**config.mk**
```make
export PLATFORM = sky130hd
export DESIGN_NAME = fifo_stream_reader_flat
export DESIGN_NICKNAME = d
export VERILOG_FILES = /design/src/rtl/fifo_stream_pkg.sv /design/src/rtl/fifo_stream_reader_if.sv /design/src/rtl/stream_skid_buf.sv /design/src/rtl/fifo_stream_reader.sv /design/src/flat_wrapper.sv
export SDC_FILE = /design/constraint.sdc
export NUM_CORES = 1
export LEC_CHECK = 0
export CAP_MARGIN = 10
export CORE_MARGIN = 1
export CORE_UTILIZATION = 55
export CTS_CLUSTER_SIZE = 20
export DETAILED_ROUTE_END_ITERATION = 10
export MAX_ROUTING_LAYER = met4
export PLACE_DENSITY = 0.83
export SLEW_MARGIN = 20
export SYNTH_ARGS = -nofsm -noshare
export SYNTH_HDL_FRONTEND = slang
export SYNTH_HIERARCHICAL = 1
export SYNTH_SLANG_ARGS = --single-unit
```
**constraint.sdc**
```tcl
create_clock -name clk -period 8.16 [get_ports clk]
set_input_delay 0.816 -clock clk [delete_from_list [all_inputs] [get_ports clk]]
set_output_delay 0.816 -clock clk [all_outputs]
set_load 0.03 [all_outputs]
```
**src/rtl/fifo_stream_pkg.sv**
```systemverilog
// fifo_stream_pkg: shared constants and helpers for
// FIFO-to-stream read adapters.
package fifo_stream_pkg;

  localparam int DEF_DATA_WIDTH = 64;
  localparam int DEF_LEN_WIDTH  = 16;
  localparam int RD_LAT_MIN     = 1;
  localparam int RD_LAT_MAX     = 3;

  function automatic int clog2(input int n);
    int r;
    r = 0;
    for (int v = n - 1; v > 0; v = v >> 1) begin
      r++;
    end
    return (r == 0) ? 1 : r;
  endfunction

  function automatic bit rd_lat_ok(input int lat);
    return (lat >= RD_LAT_MIN) && (lat <= RD_LAT_MAX);
  endfunction

endpackage

```
**src/rtl/fifo_stream_reader_if.sv**
```systemverilog
// fifo_stream_reader_if: valid/ready stream with
// packet framing, master drives data.
interface fifo_stream_reader_if
  import fifo_stream_pkg::*;
#(
  parameter int DATA_WIDTH = DEF_DATA_WIDTH
);
  logic                  m_valid;
  logic                  m_ready;
  logic [DATA_WIDTH-1:0] m_data;
  logic                  m_last;

  modport master (
    output m_valid,
    output m_data,
    output m_last,
    input  m_ready
  );

  modport slave (
    input  m_valid,
    input  m_data,
    input  m_last,
    output m_ready
  );
endinterface

```
**src/rtl/stream_skid_buf.sv**
```systemverilog
// stream_skid_buf: small circular buffer with push/pop,
// registered head word and occupancy count.
module stream_skid_buf
  import fifo_stream_pkg::*;
#(
  parameter int DEPTH      = 3,
  parameter int DATA_WIDTH = DEF_DATA_WIDTH
) (
  input  logic                  clk,
  input  logic                  rst,
  input  logic                  push,
  input  logic [DATA_WIDTH-1:0] din,
  input  logic                  pop,
  output logic [DATA_WIDTH-1:0] dout,
  output logic                  valid,
  output logic [clog2(DEPTH+1)-1:0] occ
);
  localparam int PW = clog2(DEPTH);
  localparam int OW = clog2(DEPTH + 1);

  logic [DATA_WIDTH-1:0] mem [DEPTH];
  logic [PW-1:0]         wr_ptr;
  logic [PW-1:0]         rd_ptr;
  logic                  do_pop;

  function automatic logic [PW-1:0] nxt(
    input logic [PW-1:0] p
  );
    return (p == PW'(DEPTH - 1)) ? '0 : p + PW'(1);
  endfunction

  assign valid  = (occ != '0);
  assign do_pop = pop && valid;
  assign dout   = mem[rd_ptr];

  // storage and write pointer; cleared so the head reads zero
  always_ff @(posedge clk or posedge rst) begin
    if (rst) begin
      for (int i = 0; i < DEPTH; i++) begin
        mem[i] <= '0;
      end
      wr_ptr <= '0;
    end else if (push) begin
      mem[wr_ptr] <= din;
      wr_ptr      <= nxt(wr_ptr);
    end
  end

  // read pointer advances on every accepted pop
  always_ff @(posedge clk or posedge rst) begin
    if (rst) begin
      rd_ptr <= '0;
    end else if (do_pop) begin
      rd_ptr <= nxt(rd_ptr);
    end
  end

  // occupancy holds when a push and a pop coincide
  always_ff @(posedge clk or posedge rst) begin
    if (rst) begin
      occ <= '0;
    end else begin
      unique case ({push, do_pop})
        2'b10:   occ <= occ + OW'(1);
        2'b01:   occ <= occ - OW'(1);
        default: occ <= occ;
      endcase
    end
  end

endmodule

```
**src/rtl/fifo_stream_reader.sv**
```systemverilog
// fifo_stream_reader: drains a synchronous FIFO into a
// valid/ready stream with optional packet framing.
module fifo_stream_reader
  import fifo_stream_pkg::*;
#(
  parameter int DATA_WIDTH = DEF_DATA_WIDTH,
  parameter int RD_LATENCY = 1,
  parameter int LEN_WIDTH  = DEF_LEN_WIDTH
) (
  input  logic                  clk,
  input  logic                  rst,
  input  logic                  enable,
  input  logic [LEN_WIDTH-1:0]  pkt_len,
  input  logic                  fifo_empty,
  output logic                  fifo_rd_en,
  input  logic [DATA_WIDTH-1:0] fifo_data,
  fifo_stream_reader_if.master  m,
  output logic                  idle
);
  localparam int SKID_DEPTH = RD_LATENCY + 2;
  localparam int OW = clog2(SKID_DEPTH + 1);

  if (!rd_lat_ok(RD_LATENCY)) begin : g_bad_lat
    $error("fifo_stream_reader: RD_LATENCY must be 1..3");
  end

  logic                  run_q;
  logic [RD_LATENCY-1:0] inflight;
  logic [OW-1:0]         occ;
  logic                  land;
  logic                  pop;
  int                    load;
  logic [LEN_WIDTH-1:0]  beat_cnt;
  logic [LEN_WIDTH-1:0]  last_idx;
  logic                  at_last;

  function automatic int ones(
    input logic [RD_LATENCY-1:0] v
  );
    int c;
    c = 0;
    for (int i = 0; i < RD_LATENCY; i++) begin
      if (v[i]) c++;
    end
    return c;
  endfunction

  // reads stay off until the first clock after reset
  always_ff @(posedge clk or posedge rst) begin
    if (rst) run_q <= 1'b0;
    else     run_q <= 1'b1;
  end

  // issue only when buffered + in-flight + new read fit
  always_comb begin
    load       = int'(occ) + ones(inflight);
    fifo_rd_en = run_q && enable && !fifo_empty &&
                 (load <= RD_LATENCY + 1);
  end

  // age issued reads until their data returns
  always_ff @(posedge clk or posedge rst) begin
    if (rst) begin
      inflight <= '0;
    end else begin
      inflight[0] <= fifo_rd_en;
      for (int i = 1; i < RD_LATENCY; i++) begin
        inflight[i] <= inflight[i-1];
      end
    end
  end

  assign land = inflight[RD_LATENCY-1];
  assign pop  = m.m_valid && m.m_ready;

  stream_skid_buf #(
    .DEPTH      (SKID_DEPTH),
    .DATA_WIDTH (DATA_WIDTH)
  ) u_buf (
    .clk   (clk),
    .rst   (rst),
    .push  (land),
    .din   (fifo_data),
    .pop   (pop),
    .dout  (m.m_data),
    .valid (m.m_valid),
    .occ   (occ)
  );

  assign last_idx = pkt_len - LEN_WIDTH'(1);
  assign at_last  = (pkt_len != '0) && (beat_cnt == last_idx);

  // beat position within the current packet
  always_ff @(posedge clk or posedge rst) begin
    if (rst) begin
      beat_cnt <= '0;
    end else if (pop) begin
      beat_cnt <= at_last ? '0 : beat_cnt + LEN_WIDTH'(1);
    end
  end

  assign m.m_last = m.m_valid && at_last;
  assign idle     = (occ == '0) && (inflight == '0) &&
                    !fifo_rd_en;

endmodule

```
**src/flat_wrapper.sv**
```systemverilog
// flat-port wrapper written by rule: the top's interface ports become plain ports
module fifo_stream_reader_flat import fifo_stream_pkg::*;
#(
  parameter int DATA_WIDTH = DEF_DATA_WIDTH,
  parameter int RD_LATENCY = 1,
  parameter int LEN_WIDTH  = DEF_LEN_WIDTH
)
  (clk, rst, enable, pkt_len, fifo_empty, fifo_rd_en, fifo_data, idle, m_m_valid, m_m_data, m_m_last, m_m_ready);
  fifo_stream_reader_if #(.DATA_WIDTH(DATA_WIDTH)) m_i ();
  input  logic clk;
  input  logic rst;
  input  logic enable;
  input  logic [LEN_WIDTH-1:0] pkt_len;
  input  logic fifo_empty;
  output logic fifo_rd_en;
  input  logic [DATA_WIDTH-1:0] fifo_data;
  output logic idle;
  output wire logic [$bits(m_i.m_valid)-1:0] m_m_valid;
  output wire logic [$bits(m_i.m_data)-1:0] m_m_data;
  output wire logic [$bits(m_i.m_last)-1:0] m_m_last;
  input wire logic [$bits(m_i.m_ready)-1:0] m_m_ready;
  assign m_m_valid = m_i.m_valid;
  assign m_m_data = m_i.m_data;
  assign m_m_last = m_i.m_last;
  assign m_i.m_ready = m_m_ready;
  fifo_stream_reader #(.DATA_WIDTH(DATA_WIDTH), .RD_LATENCY(RD_LATENCY), .LEN_WIDTH(LEN_WIDTH)) u_core (.clk(clk), .rst(rst), .enable(enable), .pkt_len(pkt_len), .fifo_empty(fifo_empty), .fifo_rd_en(fifo_rd_en), .fifo_data(fifo_data), .m(m_i), .idle(idle));
endmodule
```
Word-level counts from Yosys, hierarchy flattened
Index checks and enable logic that the tools add are counted.
- register bits: 216
- input bits: 85
- output and inout bits: 68
- word-level logic and storage cells: 55
- add/sub/neg operators: 7
- $lt $le $gt $ge: 4
- eq/ne operators: 5
- mux-type cells: 11
- bitwise gates (word level): 3
- reduce and logical (&&, ||, !) cells: 16
- operator list (operator ; count):
    bitwise mux 192 bit ; 1
    two-way mux 64 bit ; 3
    binary-select mux 64 bit (select 2 bit) ; 1
    demux 64 bit (select 2 bit) ; 1
    <= comparator 32 x 3 -> 1 bit, second input constant ; 1
    adder 16 x 1 -> 16 bit, second input constant ; 1
    equality test 16 bit ; 1
    two-way mux 16 bit ; 1
    nonzero test 16 bit ; 1
    subtractor 16 x 1 -> 16 bit, second input constant ; 1
    logical AND 1 bit ; 10
    adder 2 x 1 -> 2 bit, second input constant ; 3
    equality test 2 bit, second input constant ; 3
    >= comparator 3 bit, second input constant ; 2
    NOT 2 -> 3 bit ; 2
    two-way mux 2 bit ; 2
    case mux 2 bit (2 select lines) ; 1
    nonzero test 2 bit ; 2
    adder 2 x 1 -> 3 bit ; 1
    < comparator 3 x 1 -> 1 bit, second input constant ; 1
    equality test 2 x 1 -> 1 bit, second input constant ; 1
    logical NOT 1 bit ; 2
    logical NOT 2 bit ; 1
    subtractor 2 x 1 -> 2 bit, second input constant ; 1
    2 further kinds ; 2

Logic depth before layout (Yosys ltp)
Gate-level depths: netlist of the first run.
- depth after elaboration: 6
- gate-level depth with buffers: 10
- mapped depth without buffers: 9

Hierarchy
The synthesis of the first run kept the hierarchy.
- modules (own cells, without submodules) (module ; instances ; cells an instance ; area an instance (um^2) ; sequential area each (um^2)):
    stream_skid_buf ; 1 ; 645 ; 8986.1 ; 4954.8
    fifo_stream_reader ; 1 ; 196 ; 1620.3 ; 450.4

Least setup slack after synthesis of the first run
Ideal clock, no wire load.
- path type: input port to output port
- start point: input pkt_len[5]
- end point: output m_m_last
- arrival: 3532 ps
- required time: 7344 ps
- path slack: 3812 ps
- stages: 8
- buffers on the path: 2
- cell sequence: buf_6 -> or4_1 -> buf_2 -> or3_4 -> or3_4 -> or3_1 -> a2111oi_2 -> and2_1
- cells in the longest elaborated chain, start to end: 4
- elaborated cells on any way between the ends: 5
- those cells by class: add/sub (1); eq/ne (1); reduce/logical (3)
- ends and longest elaborated chain (what ; RTL line ; source):
    start: declaration ; flat_wrapper.sv:13 ; input logic [LEN_WIDTH-1:0] pkt_len;
    subtractor 16 x 1 -> 16 bit ; fifo_stream_reader.sv:90 ; assign last_idx = pkt_len - LEN_WIDTH'(1);
    equality test 16 bit ; fifo_stream_reader.sv:91 ; assign at_last = (pkt_len != '0) && (beat_cnt == last_idx);
    logical AND 1 bit * ; fifo_stream_reader.sv:91 ;
    logical AND 1 bit * ; fifo_stream_reader.sv:102 ; assign m.m_last = m.m_valid && at_last;
    end: declaration ; flat_wrapper.sv:20 ; output wire logic [$bits(m_i.m_last)-1:0] m_m_last;
Every way passes the cells marked *; elsewhere a longest branch is shown, timed or not.

Final worst setup path of the first run
Same ends and word-level chain as after synthesis.

==> results of run 1 <==
==> per-stage QoR <==
| stage | power (W) | utilization [%] | cells |
|---|---|---|---|
| after floorplan | 0.003483 | - | 841 |
| after global placement | 0.004266 | 64.70 | 1209 |
| after detailed placement | 0.004341 | 64.70 | 1209 |
| after CTS | 0.005383 | 68.63 | 1250 |
| after global routing | 0.005637 | 68.63 | 1250 |
| final | 0.005342 | 68.63 | 1250 |
==> cell usage after synthesis (2+ instances only) <==
master      n  area, sq um
and4_1      2        17.52
nand3_1     6        30.03
buf_2      24        120.1
mux2_2    134         1509
a21o_1      2        15.01
or4_1       3        22.52
xor2_1     18        157.7
a21oi_1     2        10.01
or3_4       2        22.52
nand3b_1    3        22.52
clkbuf_1   12        45.04
or3_1       4        25.02
and3_1      3        18.77
nand2_1    79        296.5
dfrtp_1   216         5405
ha_1        7        87.58
or2_2       3        18.77
mux2i_1    64        640.6
nand2b_1    5        31.28
nand4_1     5        31.28
buf_6       3        33.78
a31oi_1     2        12.51
mux2_4     60        900.9
and2_1      2        12.51
o22ai_1     2        12.51
nor3_1      9        45.04
buf_4       5        37.54
nor2_1     26        97.59
o21ai_0    73        365.4
nor4_1      5        31.28
buf_12      6        120.1
inv_1      13        48.80
o31ai_1     4        30.03
xnor2_1    18        157.7
==> power breakdown <==
part / internal [W] / switching [W]
sequential: 0.00158 / 0.000313
combinational: 0.00120 / 0.00123
clock: 0.000603 / 0.000407
total: 0.00339 / 0.00195
==> sequential cells by signal (all words and copies together), names as in the netlist <==
signal and count:
u_core/u_buf/mem 192, u_core/u_buf/wr_ptr 2, u_core/run_q 1, u_core/beat_cnt 16, u_core/inflight 1, u_core/u_buf/rd_ptr 2
u_core/u_buf/occ 2
==> cells by family (layout without fill, tap and decap cells) <==
family	count (synthesis)	in the layout	share of synthesized area (%)
other	1	1	0.03536
muxes	258	258	28.76
buffers and inverters	64	213	3.858
and+or+nand+nor	165	165	7.621
adders and majority gates	7	7	0.8257
xor gates and xnor gates	36	36	2.973
DFF	216	216	50.96
AOI/OAI and AO/OA	94	94	4.966
==> area by class of cell <==
cell class	count	area, sq um	share of cell area [%]
Multi-Input combinational cell	561	4822	37.31
Clock inverter	3	15.01	0.1162
Clock buffer	38	724.4	5.606
Tap cell	260	325.3	2.517
Sequential cell	216	5410	41.86
Timing Repair Buffer	158	1567	12.12
Inverter	14	60.06	0.4647
==> metal layers <==
| metal | wire, microns | part of all wire [%] |
|---|---|---|
| met5 | 0 | 0 |
| met4 | 500 | 2.2 |
| met3 | 944 | 4.1 |
| met2 | 11180 | 49 |
| met1 | 10260 | 45 |
==> layout by cell type, fill, tap and decap left out, types with 6 or more instances in the layout <==
cell / synthesis / final
dfrtp_1: 216 / 214
clkbuf_16: 0 / 25
mux2_4: 60 / 60
ha_1: 7 / 7
xor2_1: 18 / 18
clkdlybuf4s50_1: 0 / 152
o21ai_0: 73 / 73
nor2_1: 26 / 26
xnor2_1: 18 / 18
mux2i_1: 64 / 64
nand2_1: 79 / 79
clkbuf_1: 12 / 8
inv_1: 13 / 12
buf_4: 5 / 6
nor3_1: 9 / 8
mux2_2: 134 / 134
==> worst max-delay path: stages <==
cell and delay [ps]:
clkdlybuf4s50_1 540, or4_1 680, or3_4 450, or3_4 380, or3_1 380, a2111oi_2 680, and2_1 220, clkdlybuf4s50_1 660
==> path summary, 6_finish.rpt <==
kind,startpoint,end,slack [ps],cells past startpoint
min in group asynchronous,rst,u_core/u_buf/mem[55]$_DFFE_PP0P_,870,2
hold / removal,u_core/u_buf/mem[163]$_DFFE_PP0P_,u_core/u_buf/mem[163]$_DFFE_PP0P_,500,1
setup reg to reg,u_core/inflight$_DFF_PP0_,u_core/u_buf/mem[139]$_DFFE_PP0P_,5410,4
max in group asynchronous,rst,u_core/u_buf/rd_ptr[0]$_DFFE_PP0P_,5620,3
hold reg to reg,u_core/u_buf/mem[163]$_DFFE_PP0P_,u_core/u_buf/mem[163]$_DFFE_PP0P_,500,1
setup / recovery,pkt_len[5],m_m_last,2530,8
==> results_dict.tcl, run 1 <==
set metrics [dict create \
    place_ws_ps 2546 \
    ir_worst_vdd_mv 0.2651 \
    track_usage_pct 24.40 \
    period_share_pct 68.95 \
    crit_type "in -> out" \
    finalHoldViolCount 0 \
    wl_mm 22.89 \
    dp_hpwl_mm 14.00 \
    final_antenna_net_count 0 \
    tightest_slew_ps 1113 \
    setup_violations 0 \
    synth_nets 933 \
    async_flop_share_pct 100.0 \
    ys_seq_area_share_pct 50.96 \
    initial_core_util_pct 56.33 \
    fp-row-count 50 \
    grt_start_max_net_pins 125 \
    wl_per_cell_microns 18.31 \
    clk_pin_slew_ps 50 \
    startpoint_type "input port" \
    clkSinkCount 216 \
    fp.coreArea_sq_um 18830 \
    grt-busiest-layer "met2" \
    placed_cell_area_sq_um 12180 \
    cts_buffers 24 \
    fin_ws_ps 2533 \
    cts_hold_buf 0 \
    synth.distinct_cells 53 \
    cp-end-kind "primary output" \
    nets 1067 \
    fp.dieW_microns 140.9 \
    syn_area_per_cell_sq_um 12.61 \
    synth_cells 841 \
    hold_path_class "reg -> reg" \
    gr-usage-met1_pct 32.61 \
    tns_ps 0 \
    yosysWarningCount 6 \
    cts_buffer_depth 3 \
    outcome "complete, no violations" \
    relSlewSlack_pct 25.77 \
    io-pin-count 153 \
    critPathMaxFanout 8 \
    met3_usage_pct 3.567 \
    p_leak_nw 5.582 \
    port_buffers 152 \
    ys_ff_latch 216 \
    fp.dieH_microns 140.9 \
    slew_viol_final 0 \
    fillCellCount 1396 \
    die_area_sq_um 19840 \
    ys.flop_type "dfrtp_1" \
    postLayoutCellArea_sq_um 12920 \
    powerDensity_nw_per_um2 413.3 \
    clock_latency_ps 500 \
    drt_iter0_drc 344 \
    drtPass1Iterations 4 \
    cts_resized 0 \
    post-cts-setup-buffers 0 \
    grt_pass1_vias 7313 \
    min_period_ps 5627 \
    drive_gt1_share_pct 25.35 \
    cts_tree "built" \
    area_growth_pct 21.85 \
    cp.arrival_ps 4810 \
    antenna_found_initial 0 \
    cp.required_ps 7340 \
    grt_pass1_wl_mm 37.59 \
    drc_errors 0 \
    ctsRootBufferMaster "clkbuf_16" \
    via_per_inst 5.594 \
    grt_overflow_total 0 \
    diodes 0 \
    synth_edf_count 0 \
    rsz0062_at_grt "no" \
    gr-usage-met2_pct 39.28 \
    hold_ws_ps 502.3 \
    synth_area_sq_um 10610 \
    max_freq_ghz 0.1777 \
    gp_congestion 0.9129 \
    vias 6993 \
    finalClockSkew_ps 8.181 \
    drv_cap 0 \
    h-tree-depth 1 \
]
Note: power is estimated with default switching activity, not from simulation.
==> run 2: changes to the inputs <==
- clock period: 8.16 -> 5.8 ns (I/O delays scaled with it)
==> results_dict.tcl, run 2 (synthesis results as in run 1) <==
set metrics [dict create \
    rsz0062_at_grt "no" \
    fp.coreArea_sq_um 18830 \
    clk_pin_slew_ps 60 \
    grt_pass1_vias 7306 \
    hold_path_class "reg -> reg" \
    min_period_ps 5103 \
    relSlewSlack_pct 27.83 \
    vias 6934 \
    layout_common_cells "214 x dfrtp_1, 152 x clkdlybuf4s50_1, 134 x mux2_2" \
    fp.dieW_microns 140.9 \
    placed_cell_area_sq_um 12200 \
    setup_violations 0 \
    drt_iter0_drc 262 \
    dp_hpwl_mm 13.46 \
    tns_ps 0 \
    clock_latency_ps 510 \
    grt_start_max_net_pins 199 \
    track_usage_pct 24.46 \
    area_growth_pct 23.43 \
    drv_cap 0 \
    wl_per_cell_microns 18.02 \
    port_buffers 152 \
    clkSinkCount 216 \
    p_leak_nw 5.662 \
    path_cells "clkdlybuf4s50_1, or4_1, or3_4, or3_4, or3_1, a2111oi_2, and2_1, clkdlybuf4s50_1" \
    cts_hold_buf 0 \
    top_register "u_core/u_buf/mem" \
    cts_resized 0 \
    critPathTopFamily "simple AND/OR/NAND/NOR gates" \
    cts_buffers 24 \
    drtPass1Iterations 5 \
    io-pin-count 153 \
    critPathMaxFanout 7 \
    largest_reg_flops 192 \
    startpoint_type "input port" \
    cp_slowest_cell "or4_1" \
    grt_pass1_wl_mm 37.63 \
    ctsRootBufferMaster "clkbuf_16" \
    cp.arrival_ps 4520 \
    slew_viol_final 0 \
    crit_buf_inv 2 \
    crit_type "in -> out" \
    tightest_slew_ps 1083 \
    antenna_found_initial 0 \
    postLayoutCellArea_sq_um 13090 \
    fp-row-count 50 \
    fillCellCount 1325 \
    cpPeakStageDelay_ps 680 \
    final_common_cell "dfrtp_1" \
    nets 1069 \
    drive_gt1_share_pct 26.33 \
    total_power_w 0.007724 \
    initial_core_util_pct 56.33 \
    post-cts-setup-buffers 0 \
    period_share_pct 87.98 \
    h-tree-depth 1 \
    via_per_inst 5.525 \
    gp_congestion 0.8398 \
    fp.dieH_microns 140.9 \
    cts_buffer_depth 3 \
    cp-end-kind "primary output" \
    final_antenna_net_count 0 \
    powerDensity_nw_per_um2 590.0 \
    drc_errors 0 \
    die_area_sq_um 19840 \
    wl_mm 22.62 \
    ir_worst_vdd_mv 0.4117 \
    cts_tree "built" \
    outcome "complete, no violations" \
    cp.required_ps 5220 \
    max_freq_ghz 0.1960 \
    finalClockSkew_ps 17.96 \
    diodes 0 \
    reg_top3 "u_core/u_buf/mem x192, u_core/beat_cnt x16" \
    grt_overflow_total 0 \
    finalHoldViolCount 0 \
]
run 2: power breakdown:
group	total (W)	switching (W)	internal, W
sequential	0.00266	0.000427	0.00223
clock	0.00162	0.000605	0.00101
combinational	0.00345	0.00176	0.00169
run 2: layer usage:
metal | routed length, microns | track usage [%] | share of wire [%] | vias up
met1 | 10430 | 32.98 | 46 | 3497
met5 | 0 | - | 0 | -
met2 | 10790 | 39.51 | 48 | 174
li1 | - | - | - | 3233
met3 | 966 | 3.465 | 4.3 | 30
met4 | 431 | 5.492 | 1.9 | 0
run 2: layout make-up:
type / count / area, sq um / area share, %
Sequential cell: 216 / 5410 / 41.33
Multi-Input combinational cell: 561 / 4822 / 36.83
Timing Repair Buffer: 160 / 1614 / 12.33
Clock buffer: 34 / 729.5 / 5.572
Tap cell: 260 / 325.3 / 2.485
Clock inverter: 10 / 133.9 / 1.023
Inverter: 14 / 56.30 / 0.4301
run 2: metrics by stage:
| step | instances | hold WS (ps) | utilization [%] | worst slack (ps) |
|---|---|---|---|---|
| final | 1255 | 505.3 | 69.52 | 697.1 |
| after detailed placement | 1210 | 492.8 | 64.79 | 692.6 |
| after global routing | 1255 | 511.3 | 69.52 | 523.4 |
| after global placement | 1210 | 486.3 | 64.79 | 738.3 |
| after floorplan | 841 | 479.1 | - | 1924 |
| after CTS | 1254 | 506.7 | 69.38 | 691.8 |
run 2: path summary, 6_finish.rpt:
path / startpoint / endpoint / slack, ps / depth (start not counted)
worst max-delay path: pkt_len[4] / m_m_last / 700 / 8
worst min register to register: u_core/u_buf/mem[79]$_DFFE_PP0P_ / u_core/u_buf/mem[79]$_DFFE_PP0P_ / 510 / 1
min in group asynchronous: rst / u_core/u_buf/mem[182]$_DFFE_PP0P_ / 520 / 3
worst max register to register: u_core/beat_cnt[12]$_DFFE_PP0P_ / u_core/beat_cnt[3]$_DFFE_PP0P_ / 3140 / 6
worst min-delay path: u_core/u_buf/mem[79]$_DFFE_PP0P_ / u_core/u_buf/mem[79]$_DFFE_PP0P_ / 510 / 1
max in group asynchronous: rst / u_core/u_buf/mem[19]$_DFFE_PP0P_ / 4260 / 4
run 2: worst register-to-register path, cell delays in order (launching register included):
cell and delay, ps:
dfrtp_1 460, xor2_1 200, nor3_1 330, o2111ai_1 170
or4b_4 580, nor4_4 610, o22ai_1 150
==> run 3: changes to the inputs <==
- CTS_BUF_LIST: unset -> sky130_fd_sc_hd__clkbuf_16
- RECOVER_POWER: unset -> 50
==> results_dict.tcl, run 3 (synthesis results as in run 1) <==
set metrics [dict create \
    cpPeakStageDelay_ps 680 \
    drive_gt1_share_pct 24.02 \
    setup_violations 0 \
    final_antenna_net_count 0 \
    nets 1069 \
    layout_common_cells "214 x dfrtp_1, 151 x clkdlybuf4s50_1, 134 x mux2_2" \
    dp_hpwl_mm 13.46 \
    finalClockSkew_ps 13.85 \
    r2r_start "u_core/inflight$_DFF_PP0_" \
    ir_worst_vdd_mv 0.4090 \
    reg2regPathDepth 4 \
    drtPass1Iterations 4 \
    area_growth_pct 22.09 \
    cp.required_ps 5220 \
    wl_per_cell_microns 18.21 \
    cp-end-kind "primary output" \
    finalHoldViolCount 0 \
    critPathMaxFanout 7 \
    hold_path_class "reg -> reg" \
    grt_overflow_total 0 \
    crit_type "in -> out" \
    worstHoldStart "u_core/u_buf/mem[44]$_DFFE_PP0P_" \
    fillCellCount 1358 \
    initial_core_util_pct 56.33 \
    cts_buffers 24 \
    rsz0062_at_grt "no" \
    critPathTopFamily "simple AND/OR/NAND/NOR gates" \
    relSlewSlack_pct -116.3 \
    tightest_slew_ps 3245 \
    p_leak_nw 5.554 \
    slew_viol_final 61 \
    fp.coreArea_sq_um 18830 \
    worstHoldEndpoint "u_core/u_buf/mem[44]$_DFFE_PP0P_" \
    period_share_pct 87.94 \
    cp.arrival_ps 4520 \
    r2r_slack_ps 2860 \
    min_path_cells 1 \
    fp-row-count 50 \
    via_per_inst 5.513 \
    gp_congestion 0.8398 \
    cts_hold_buf 0 \
    clock_latency_ps 510 \
    min_period_ps 5101 \
    path_cells "clkdlybuf4s50_1, or4_1, or3_4, or3_4, or3_1, a2111oi_2, and2_1, clkdlybuf4s50_1" \
    grt_pass1_wl_mm 37.64 \
    io-pin-count 153 \
    startpoint_type "input port" \
    top_register "u_core/u_buf/mem" \
    diodes 0 \
    reg_top3 "u_core/u_buf/mem x192, u_core/beat_cnt x16" \
    fp.dieH_microns 140.9 \
    drv_cap 1 \
    largest_reg_flops 192 \
    max_freq_ghz 0.1960 \
    grt_start_max_net_pins 199 \
    die_area_sq_um 19840 \
    h-tree-depth 1 \
    ctsRootBufferMaster "clkbuf_16" \
    violations "capacitance limit, slew limit" \
    placed_cell_area_sq_um 12200 \
    cts_resized 0 \
    outcome "finished, violations left" \
    powerDensity_nw_per_um2 586.8 \
    postLayoutCellArea_sq_um 12950 \
    track_usage_pct 24.47 \
    wl_mm 22.85 \
    cts_tree "built" \
    vias 6919 \
    cp_slowest_cell "or4_1" \
    fp.dieW_microns 140.9 \
    final_common_cell "dfrtp_1" \
    port_buffers 152 \
    clk_pin_slew_ps 60 \
    drt_iter0_drc 289 \
    drc_errors 0 \
    post-cts-setup-buffers 0 \
    grt_pass1_vias 7307 \
    clkSinkCount 216 \
    rr_endpoint "u_core/u_buf/mem[38]$_DFFE_PP0P_" \
    antenna_found_initial 0 \
    crit_buf_inv 2 \
    cts_buffer_depth 3 \
    tns_ps 0 \
]
-- run 3: cell type report --
cell class / count / area (sq um) / share of cell area, %
sequential: 216 / 5410 / 41.78
timing repair buffer: 160 / 1594 / 12.31
multi-input combinational: 561 / 4771 / 36.84
tap: 260 / 325.3 / 2.512
clock inverter: 19 / 167.7 / 1.295
clock buffer: 25 / 625.6 / 4.831
inverter: 14 / 56.30 / 0.4348
-- run 3: worst max-delay path by stage --
stage	cells past startpoint	end	from	slack, ps
after floorplan	8	m_m_last	pkt_len[5]	1920
after global placement	8	m_m_last	pkt_len[4]	740
after detailed placement	8	m_m_last	pkt_len[4]	690
after CTS	8	m_m_last	pkt_len[4]	690
after global routing	8	m_m_last	pkt_len[5]	520
final	8	m_m_last	pkt_len[4]	700
-- run 3: power breakdown --
part           internal, W  total, W  switching [W]
clock             0.000914   0.00151       0.000601
sequential         0.00223   0.00266       0.000427
combinational      0.00166   0.00343        0.00177
total              0.00480   0.00760        0.00279
-- run 3: routing by layer --
layer | vias to the layer above | global-route usage, % | wire length, microns
met4 | 0 | 5.606 | 397
met5 | - | - | 0
met3 | 26 | 3.465 | 840
met1 | 3505 | 32.62 | 10540
met2 | 160 | 39.93 | 11070
li1 | 3228 | - | -
-- run 3: per-stage QoR --
stage / utilization (%) / setup WS, ps / cells / total power [W] / hold slack (ps)
2_1_floorplan: - / 1924 / 841 / 0.004901 / 479.1
3_3_place_gp: 64.79 / 738.3 / 1210 / 0.006008 / 486.3
3_5_place_dp: 64.79 / 692.6 / 1210 / 0.006108 / 492.8
4_1_cts: 69.00 / 691.8 / 1254 / 0.007686 / 506.7
5_1_grt: 68.77 / 523.4 / 1255 / 0.008006 / 511.3
6_report: 68.77 / 699.2 / 1255 / 0.007599 / 497.0
